## src/rtl/decode_stage.sv

```systemverilog
// ============================================================================
// Module   : decode_stage
// Purpose  : RV32 decode with control unit, sign extender, register file,
//            load-use hazard detection and the ID/EX pipeline register.
//            Optional macro DECODE_BYPASS_EN: same-cycle writeback-to-read bypass.
// Revision : 1.0 - initial release
// ============================================================================
`default_nettype none

module decode_stage #(
  parameter int XLEN = 32,
  parameter int NREG = 32,
  localparam int AW = $clog2(NREG)
) (
  input  logic            clk,
  input  logic            rst_n,
  input  logic            valid_d,
  input  logic [31:0]     instr_d,
  input  logic [XLEN-1:0] pc_d,
  input  logic [XLEN-1:0] inc_pc_d,
  input  logic            stall_i,
  input  logic            flush_i,
  input  logic            reg_write_w,
  input  logic [AW-1:0]   rd_w,
  input  logic [XLEN-1:0] result_w,
  output logic            hazard_o,
  output logic            valid_e,
  output logic            jump_e,
  output logic            branch_e,
  output logic            reg_write_e,
  output logic            mem_write_e,
  output logic            alu_src_a_e,
  output logic            alu_src_b_e,
  output logic [1:0]      result_src_e,
  output logic [3:0]      alu_ctrl_e,
  output logic [2:0]      funct3_e,
  output logic [XLEN-1:0] rs1_e,
  output logic [XLEN-1:0] rs2_e,
  output logic [XLEN-1:0] imm_ext_e,
  output logic [XLEN-1:0] pc_e,
  output logic [XLEN-1:0] inc_pc_e,
  output logic [AW-1:0]   rd_e,
  output logic [AW-1:0]   rs1_addr_e,
  output logic [AW-1:0]   rs2_addr_e,
  output logic [XLEN-1:0] a0
);

  localparam logic [3:0] c_ALU_ADD  = 4'b0000;
  localparam logic [3:0] c_ALU_SUB  = 4'b0001;
  localparam logic [3:0] c_ALU_AND  = 4'b0010;
  localparam logic [3:0] c_ALU_OR   = 4'b0011;
  localparam logic [3:0] c_ALU_XOR  = 4'b0100;
  localparam logic [3:0] c_ALU_SLT  = 4'b0101;
  localparam logic [3:0] c_ALU_SLTU = 4'b0110;
  localparam logic [3:0] c_ALU_SLL  = 4'b0111;
  localparam logic [3:0] c_ALU_SRL  = 4'b1000;
  localparam logic [3:0] c_ALU_SRA  = 4'b1001;
  localparam logic [3:0] c_ALU_LUI  = 4'b1010;

  logic [6:0]      w_opcode;
  logic [2:0]      w_funct3;
  logic [AW-1:0]   w_rs1_addr, w_rs2_addr, w_rd_addr;
  logic            w_reg_write, w_mem_write, w_branch, w_jump;
  logic            w_alu_src_a, w_alu_src_b, w_use_rs1, w_use_rs2;
  logic [1:0]      w_result_src, w_alu_op;
  logic [2:0]      w_imm_src;
  logic [3:0]      w_alu_ctrl;
  logic [31:0]     w_imm32;
  logic [XLEN-1:0] w_rs1_val, w_rs2_val;
  logic [11:0]     w_ctl_dec;

  assign w_opcode   = instr_d[6:0];
  assign w_funct3   = instr_d[14:12];
  assign w_rd_addr  = instr_d[7 +: AW];
  assign w_rs1_addr = instr_d[15 +: AW];
  assign w_rs2_addr = instr_d[20 +: AW];

  // alu_op: 00 add, 01 sub (branch compare), 10 funct decode, 11 pass immediate
  always_comb begin
    w_reg_write  = 1'b0;
    w_mem_write  = 1'b0;
    w_branch     = 1'b0;
    w_jump       = 1'b0;
    w_alu_src_a  = 1'b0;
    w_alu_src_b  = 1'b0;
    w_result_src = 2'b00;
    w_imm_src    = 3'b000;
    w_alu_op     = 2'b00;
    w_use_rs1    = 1'b0;
    w_use_rs2    = 1'b0;
    case (w_opcode)
      7'b0000011: begin w_reg_write = 1'b1; w_alu_src_b = 1'b1; w_result_src = 2'b01; w_use_rs1 = 1'b1; end
      7'b0100011: begin w_mem_write = 1'b1; w_alu_src_b = 1'b1; w_imm_src = 3'b001;
                        w_use_rs1 = 1'b1; w_use_rs2 = 1'b1; end
      7'b0110011: begin w_reg_write = 1'b1; w_alu_op = 2'b10; w_use_rs1 = 1'b1; w_use_rs2 = 1'b1; end
      7'b0010011: begin w_reg_write = 1'b1; w_alu_src_b = 1'b1; w_alu_op = 2'b10; w_use_rs1 = 1'b1; end
      7'b1100011: begin w_branch = 1'b1; w_imm_src = 3'b010; w_alu_op = 2'b01;
                        w_use_rs1 = 1'b1; w_use_rs2 = 1'b1; end
      7'b1101111: begin w_jump = 1'b1; w_reg_write = 1'b1; w_result_src = 2'b10; w_imm_src = 3'b011; end
      7'b1100111: begin w_jump = 1'b1; w_reg_write = 1'b1; w_result_src = 2'b10;
                        w_alu_src_b = 1'b1; w_use_rs1 = 1'b1; end
      7'b0110111: begin w_reg_write = 1'b1; w_alu_src_b = 1'b1; w_imm_src = 3'b100; w_alu_op = 2'b11; end
      7'b0010111: begin w_reg_write = 1'b1; w_alu_src_a = 1'b1; w_alu_src_b = 1'b1; w_imm_src = 3'b100; end
      default: ;
    endcase
  end

  // SUB only for R-type: addi with a negative immediate also has bit 30 set
  always_comb begin
    w_alu_ctrl = c_ALU_ADD;
    case (w_alu_op)
      2'b01: w_alu_ctrl = c_ALU_SUB;
      2'b11: w_alu_ctrl = c_ALU_LUI;
      2'b10: begin
        case (w_funct3)
          3'b000:  w_alu_ctrl = (w_opcode[5] && instr_d[30]) ? c_ALU_SUB : c_ALU_ADD;
          3'b001:  w_alu_ctrl = c_ALU_SLL;
          3'b010:  w_alu_ctrl = c_ALU_SLT;
          3'b011:  w_alu_ctrl = c_ALU_SLTU;
          3'b100:  w_alu_ctrl = c_ALU_XOR;
          3'b101:  w_alu_ctrl = instr_d[30] ? c_ALU_SRA : c_ALU_SRL;
          3'b110:  w_alu_ctrl = c_ALU_OR;
          default: w_alu_ctrl = c_ALU_AND;
        endcase
      end
      default: ;
    endcase
  end

  always_comb begin
    case (w_imm_src)
      3'b001:  w_imm32 = {{20{instr_d[31]}}, instr_d[31:25], instr_d[11:7]};
      3'b010:  w_imm32 = {{19{instr_d[31]}}, instr_d[31], instr_d[7], instr_d[30:25], instr_d[11:8], 1'b0};
      3'b011:  w_imm32 = {{11{instr_d[31]}}, instr_d[31], instr_d[19:12], instr_d[20], instr_d[30:21], 1'b0};
      3'b100:  w_imm32 = {instr_d[31:12], 12'b0};
      default: w_imm32 = {{20{instr_d[31]}}, instr_d[31:20]};
    endcase
  end

  logic [XLEN-1:0] regs_q [NREG];

  always_ff @(posedge clk or negedge rst_n) begin
    if (!rst_n) begin
      for (int i = 0; i < NREG; i++) regs_q[i] <= '0;
    end else if (reg_write_w && rd_w != '0) begin
      regs_q[rd_w] <= result_w;
    end
  end

  always_comb begin
    w_rs1_val = (w_rs1_addr == '0) ? '0 : regs_q[w_rs1_addr];
    w_rs2_val = (w_rs2_addr == '0) ? '0 : regs_q[w_rs2_addr];
`ifdef DECODE_BYPASS_EN
    if (reg_write_w && rd_w != '0 && rd_w == w_rs1_addr) w_rs1_val = result_w;
    if (reg_write_w && rd_w != '0 && rd_w == w_rs2_addr) w_rs2_val = result_w;
`endif
  end

  assign a0 = regs_q[10];

  logic            valid_e_q, valid_e_d;
  logic [11:0]     ctl_e_q, ctl_e_d;
  logic            load_data;
  logic [2:0]      funct3_e_q;
  logic [AW-1:0]   rd_e_q, rs1_addr_e_q, rs2_addr_e_q;
  logic [XLEN-1:0] rs1_e_q, rs2_e_q, imm_e_q, pc_e_q, inc_pc_e_q;

  assign w_ctl_dec = {w_jump, w_branch, w_reg_write, w_mem_write, w_alu_src_a, w_alu_src_b,
                      w_result_src, w_alu_ctrl};

  assign hazard_o = valid_d && valid_e_q && (ctl_e_q[5:4] == 2'b01) && (rd_e_q != '0) &&
                    ((w_use_rs1 && w_rs1_addr == rd_e_q) || (w_use_rs2 && w_rs2_addr == rd_e_q));

  // Priority: flush > stall > hazard bubble > normal load
  always_comb begin
    valid_e_d = valid_e_q;
    ctl_e_d   = ctl_e_q;
    load_data = 1'b0;
    if (flush_i || (!stall_i && hazard_o)) begin
      valid_e_d = 1'b0;
      ctl_e_d   = '0;
    end else if (!stall_i) begin
      valid_e_d = valid_d;
      ctl_e_d   = valid_d ? w_ctl_dec : '0;
      load_data = 1'b1;
    end
  end

  always_ff @(posedge clk or negedge rst_n) begin
    if (!rst_n) begin
      valid_e_q    <= 1'b0;
      ctl_e_q      <= '0;
      funct3_e_q   <= '0;
      rd_e_q       <= '0;
      rs1_addr_e_q <= '0;
      rs2_addr_e_q <= '0;
      rs1_e_q      <= '0;
      rs2_e_q      <= '0;
      imm_e_q      <= '0;
      pc_e_q       <= '0;
      inc_pc_e_q   <= '0;
    end else begin
      valid_e_q <= valid_e_d;
      ctl_e_q   <= ctl_e_d;
      if (load_data) begin
        funct3_e_q   <= w_funct3;
        rd_e_q       <= w_rd_addr;
        rs1_addr_e_q <= w_rs1_addr;
        rs2_addr_e_q <= w_rs2_addr;
        rs1_e_q      <= w_rs1_val;
        rs2_e_q      <= w_rs2_val;
        imm_e_q      <= XLEN'($signed(w_imm32));
        pc_e_q       <= pc_d;
        inc_pc_e_q   <= inc_pc_d;
      end
    end
  end

  assign valid_e      = valid_e_q;
  assign {jump_e, branch_e, reg_write_e, mem_write_e, alu_src_a_e, alu_src_b_e,
          result_src_e, alu_ctrl_e} = ctl_e_q;
  assign funct3_e     = funct3_e_q;
  assign rd_e         = rd_e_q;
  assign rs1_addr_e   = rs1_addr_e_q;
  assign rs2_addr_e   = rs2_addr_e_q;
  assign rs1_e        = rs1_e_q;
  assign rs2_e        = rs2_e_q;
  assign imm_ext_e    = imm_e_q;
  assign pc_e         = pc_e_q;
  assign inc_pc_e     = inc_pc_e_q;

endmodule

`default_nettype wire

```

## config.mk

```make
export PLATFORM = sky130hd
export DESIGN_NAME = decode_stage
export DESIGN_NICKNAME = d
export VERILOG_FILES = /design/src/rtl/decode_stage.sv
export SDC_FILE = /design/constraint.sdc
export NUM_CORES = 2
export LEC_CHECK = 0
export CAP_MARGIN = 20
export CORE_UTILIZATION = 25
export DETAILED_ROUTE_END_ITERATION = 8
export GPL_ROUTABILITY_DRIVEN = 0
export PLACE_DENSITY = 0.38
export SYNTH_ARGS = -nofsm -noshare
export SYNTH_HDL_FRONTEND = slang
export SYNTH_SLANG_ARGS = --single-unit
export TNS_END_PERCENT = 100
```

## constraint.sdc

```tcl
create_clock -name clk -period 4.1 [get_ports clk]
set_input_delay 0.615 -clock clk [delete_from_list [all_inputs] [get_ports clk]]
set_output_delay 0.615 -clock clk [all_outputs]
set_load 0.1 [all_outputs]
```

# Yosys cells after proc, flatten, opt, wreduce, memory -nomap -nowiden
# Cells that the tools add are included.
# Widths: inputs -> output; s select.
[op_classes]
bitwise_logic = 3
n_eq_ne = 26
n_mux = 34
n_lt_le_gt_ge = 4
n_reduce_logical = 25
[op_table]
columns = ["operator", "count"]
rows = [
  ["$bwmux 1024", 1],
  ["$bmux 32 s5", 2],
  ["$mux 32", 7],
  ["$demux 32 s5", 1],
  ["$pmux 31 s4", 1],
  ["$mux 12", 3],
  ["$pmux 4 s7", 1],
  ["$eq 7x6->1 const B", 3],
  ["$eq 7x7->1 const B", 3],
  ["$ge 6x6->1 const B", 3],
  ["$not 5->6", 3],
  ["$eq 7x5->1 const B", 2],
  ["$mux 1", 14],
  ["$eq 3x2->1 const B", 4],
  ["$eq 3x3->1 const B", 4],
  ["$pmux 3 s4", 1],
  ["$pmux 4 s3", 1],
  ["$reduce_or 6->1", 2],
  ["$eq 5x5->1", 2],
  ["$logic_and 1x1->1", 10],
  ["$logic_not 5->1", 2],
  ["$reduce_bool 5->1", 2],
  ["$eq 7x2->1 const B", 1],
  ["$reduce_or 7->1", 1],
  ["12 further kinds", 18],
]
[word_totals]
word_cells = 135
regBits = 1215
out_inout_bits = 224

# Depth between registers and ports, before layout
[logic_depth]
depth_word = 9
mapped_depth = 10
mapped_depth_nobuf = 6

# Worst setup path after synthesis
# Ideal clock, no wire load.
[synth_timing]
kind = "register to output"
startpoint = "register rd_e_q[0], in the netlist rd_e[0]"
endpoint = "output port hazard_o"
setup_slack_ns = 1.208
arrival_time_ns = 2.277
t_required_ns = 3.485
n_path_buf = 0
path_stages_with_launch = 5
cell_sequence = "dfrtp_1 xnor2_1 nand4_1 o22ai_1 and2_1"
[synth_between]
elab_chain_len = 4
word_cells_on_any_way = 8
classes_between = "2 x eq/ne; 6 x reduce/logical"
[synth_rtl]
columns = ["element", "line", "source"]
rows = [
  ["start: declaration", "165", "logic [AW-1:0] rd_e_q, rs1_addr_e_q, rs2_addr_e_q;"],
  ["start signal: assignment", "207", "rd_e_q <= w_rd_addr;"],
  ["$eq 5x5->1", "172", "((w_use_rs1 && w_rs1_addr == rd_e_q) || (w_use_rs2 && w_rs2_addr == rd_e_q));"],
  ["$logic_and 1x1->1", "172", ""],
  ["$logic_or 1x1->1", "172", ""],
  ["$logic_and 1x1->1 *", "171", "assign hazard_o = valid_d && valid_e_q && (ctl_e_q[5:4] == 2'b01) && (rd_e_q != '0) &&"],
  ["end: declaration", "26", "output logic hazard_o,"],
]
# Mark *: on every way between the ends. The rest lies on a longest branch, timed or not.

# Final worst setup path
[layout_timing]
startpoint = "input port instr_d[6]"
endpoint = "output port hazard_o"
[layout_between]
elab_chain_len = 6
word_cells_on_any_way = 14
classes_between = "6 x eq/ne; 2 x mux; 6 x reduce/logical"
[layout_rtl]
columns = ["element", "line", "source"]
rows = [
  ["start: declaration", "18", "input logic [31:0] instr_d,"],
  ["$eq 7x7->1, or another cell as far along", "91", "case (w_opcode)"],
  ["$reduce_or 6->1 (no line) / $reduce_or 3->1 (equally long branches)", "n/a", ""],
  ["$mux 1", "91", ""],
  ["$logic_and 1x1->1", "172", ""],
  ["$logic_or 1x1->1 *", "172", ""],
  ["$logic_and 1x1->1 *", "171", ""],
]
# Marked as above.

==> reports/qor.yml <==
status: "finished, final reports clean"
hold_path_depth: 3
grt_pass1_wl_um: 350700
setup_viol: 0
n_fill_cell: 24670
worstPathArrival_ns: 2.73
drive_above_1_share_pct: 39.49
root_buffer: "clkbuf_16"
grt_pass1_vias: 43290
drv_slew: 0
crit-reg2reg-launch: "rd_e[4]$_DFFE_PN0P_"
start_kind: "input port"
top_usage_layer: "met2"
cts.path.max_buffers: 3
final_util_pct: 30.60
syn_area_per_cell_um2: 13.94
clkTransAtPathRegs_ns: 0.06
p_leak_uw: 0.03257
tightestPinTransition_ns: 1.159
drc_errors: 0
final_cell_mix: "dfrtp_1 (1,215), mux2_2 (992), mux2i_1 (386), mux4_2 (384), clkdlybuf4s50_1 (345)"
die_w_um: 500.5
slowest_stage: "clkdlybuf4s50_1"
io_pins: 363
numCtsBuffers: 152
port-buffer-count: 362
nNetsFinal: 4837
die-area_mm2: 0.2505
r2r-end: "rs2_e[21]$_DFFE_PN0P_"
synth_nets: 4597
vias: 41040
switching_share_pct: 32.91
max-slew-margin-rel_pct: 22.46
startpoint: "instr_d[6]"
critPathTopFamily: "buffers and inverters"
crit_type: "input port to output pin"
antenna_found_initial: 16
reg2reg_slack_ns: 1.57
overflow: 0
cp_cell_sequence: "clkdlybuf4s50_1, and3b_1, o211ai_2, o22ai_1, and2_1, buf_12"
ir_drop_mv: 0.3962
worst_clock_skew_ns: 0.03104
holdPathEnd: "rs2_addr_e[2]$_DFFE_PN0P_"
synthToLayoutAreaGrowth_pct: 21.35
initial_utilization_pct: 25.21
yosysWarnings: 0
mostFrequentLayoutCell: "dfrtp_1"
critPathMaxFanout: 10
cp_num_buf_inv: 2
ant_nets: 0
max_stage_delay_ns: 0.71
power_density_mw_per_mm2: 516.5
die_h_um: 500.5
via_per_inst: 5.052
dp_cells: 7853
use_met2_pct: 32.81
detail_route.iter0.violations: 2550
hold_class: "input port to flop"
clkPwrFrac_pct: 34.2
cap_violations: 0
grt_util_all_layers_pct: 19.52
htreeDepth: 4
cp-end-kind: "output pin"
wl_per_cell_um: 30.19
met3_usage_pct: 3.063
synthFlopType: "dfrtp_1"
first_pass_iters: 6
seqCellArea_mm2: 0.03040
max_freq_mhz: 299.1
worstRegToRegCells: 6
synth_edf_count: 0
min_period_over_period_pct: 81.53
hold_viol_final: 0
multi_input_area_mm2: 0.02962
fp-row-count: 182
min_from: "instr_d[22]"
internal_power_uw: 26130
place_hpwl_um: 155900
ys_types: 48
finalNonFillerCells: 8124
cts_tree: "done"
finalCriticalPeriod_ns: 3.343
syn_area_mm2: 0.06213
p_sw_uw: 12820
cp.required_ns: 3.48
synth-seq-cells: 1215
p_comb_share_pct: 25.1
met1_usage_pct: 26.25
synth_cells: 4458
clkLatencyLatePin_ns: 0.80
power.sequential.fraction_pct: 40.8
synthArstFlopShare_pct: 100.0
setup_tns_ns: 0
clock-sinks: 1215
wl_um: 245300
rsz0062_at_grt: "no"
ys_seq_area_share_pct: 48.94
grt_max_degree: 117
core-area_mm2: 0.2464
-- kinds of logic (layout without fill, tap and decap cells) --
logic type | after synthesis | after routing | share of synthesized area, %
XOR/XNOR | 11 | 11 | 0.1551
multiplexers | 1762 | 1762 | 38.12
AO/OA/AOI/OAI | 463 | 463 | 5.633
buffers and inverters | 512 | 863 | 3.790
other | 0 | 3 | 0
flip-flops | 1215 | 1215 | 48.94
AND/OR/NAND/NOR | 495 | 495 | 3.363
-- cells in the mapped netlist, drive strengths merged, types with 3 or more instances --
library cell,count,area (um2)
dfrtp,1215,30400
mux2,992,11170
mux2i,386,3864
mux4,384,8648
nand2,349,1310
clkbuf,276,1036
buf,231,1300
a221oi,128,1121
a22oi,128,960.9
o21ai,100,500.5
nor2,62,235.2
a32o,34,340.3
and3,34,212.7
a221o,32,320.3
a21oi,26,133.9
nand3,13,65.06
xnor2,10,87.58
nor2b,6,37.54
inv,5,18.77
nand3b,5,37.54
nand4,5,31.28
nor3,5,36.29
a31oi,4,25.02
nor3b,4,30.03
and2,3,18.77
and3b,3,26.28
o31ai,3,27.52
-- flip-flops by register name, summed over array words and instances, names as in the netlist, 12 cells and up --
name,flops
a0,32
ctl_e_q,12
imm_ext_e,32
inc_pc_e,32
pc_e,32
regs_q,992
rs1_e,32
rs2_e,32
-- power by group through the flow --
stage / logic [uW] / registers (uW) / clock network (uW)
6_report: 9760 / 15900 / 13300
5_1_grt: 10300 / 16200 / 14200
4_1_cts: 9890 / 15900 / 13700
3_5_place_dp: 9870 / 16100 / 0
3_3_place_gp: 9760 / 16000 / 0
2_1_floorplan: 5330 / 17300 / 0
-- area by class of cell --
type	instances	area share, %
flip-flops and latches	1215	40.33
multi-input cells	2731	39.29
repair buffers	593	8.464
clock buffers	231	6.043
well taps	3312	5.497
clock inverters	34	0.3419
inverters	5	0.02821
diodes	3	0.009958
-- metal layers --
layer,vias to the layer above,part of all wire (%),routed length [um]
met2,982,48,118900
li1,17370,-,-
met3,297,4.2,10370
met4,8,2.1,5225
met1,22380,45,110700
met5,-,0.024,58
-- worst max-delay path by stage --
stage | end | cells after the start
2_1_floorplan | hazard_o | 4
3_3_place_gp | rs2_e[18]$_DFFE_PN0P_ | 7
3_5_place_dp | rs2_e[18]$_DFFE_PN0P_ | 7
4_1_cts | hazard_o | 6
5_1_grt | hazard_o | 6
6_report | hazard_o | 6
-- tightest hold or removal path, cell delays in order --
cell and delay [ns]:
buf_4 0.21, nand2_1 0.09, nand2_1 0.05
-- timing repair --
action                     4_1_cts  5_1_grt
hold endpoints to repair        61        0
gates resized for setup          0        0
hold buffers                     1        0
setup buffers                    0        0
setup endpoints to repair        0        0
-- metrics by stage --
stage / area, um2 / total power (uW) / setup WS (ns) / hold slack [ns]
4_1_cts: 75330 / 39510 / 0.7429 / 0.1619
3_5_place_dp: 70510 / 25950 / 0.6957 / 0.3833
5_1_grt: 75390 / 40710 / 0.6462 / 0.1954
2_1_floorplan: 62130 / 22640 / 1.208 / 0.3194
6_report: 75390 / 38940 / 0.7572 / 0.2212
3_3_place_gp: 70210 / 25790 / 0.7115 / 0.3764
(Power assumes the default switching activity.)
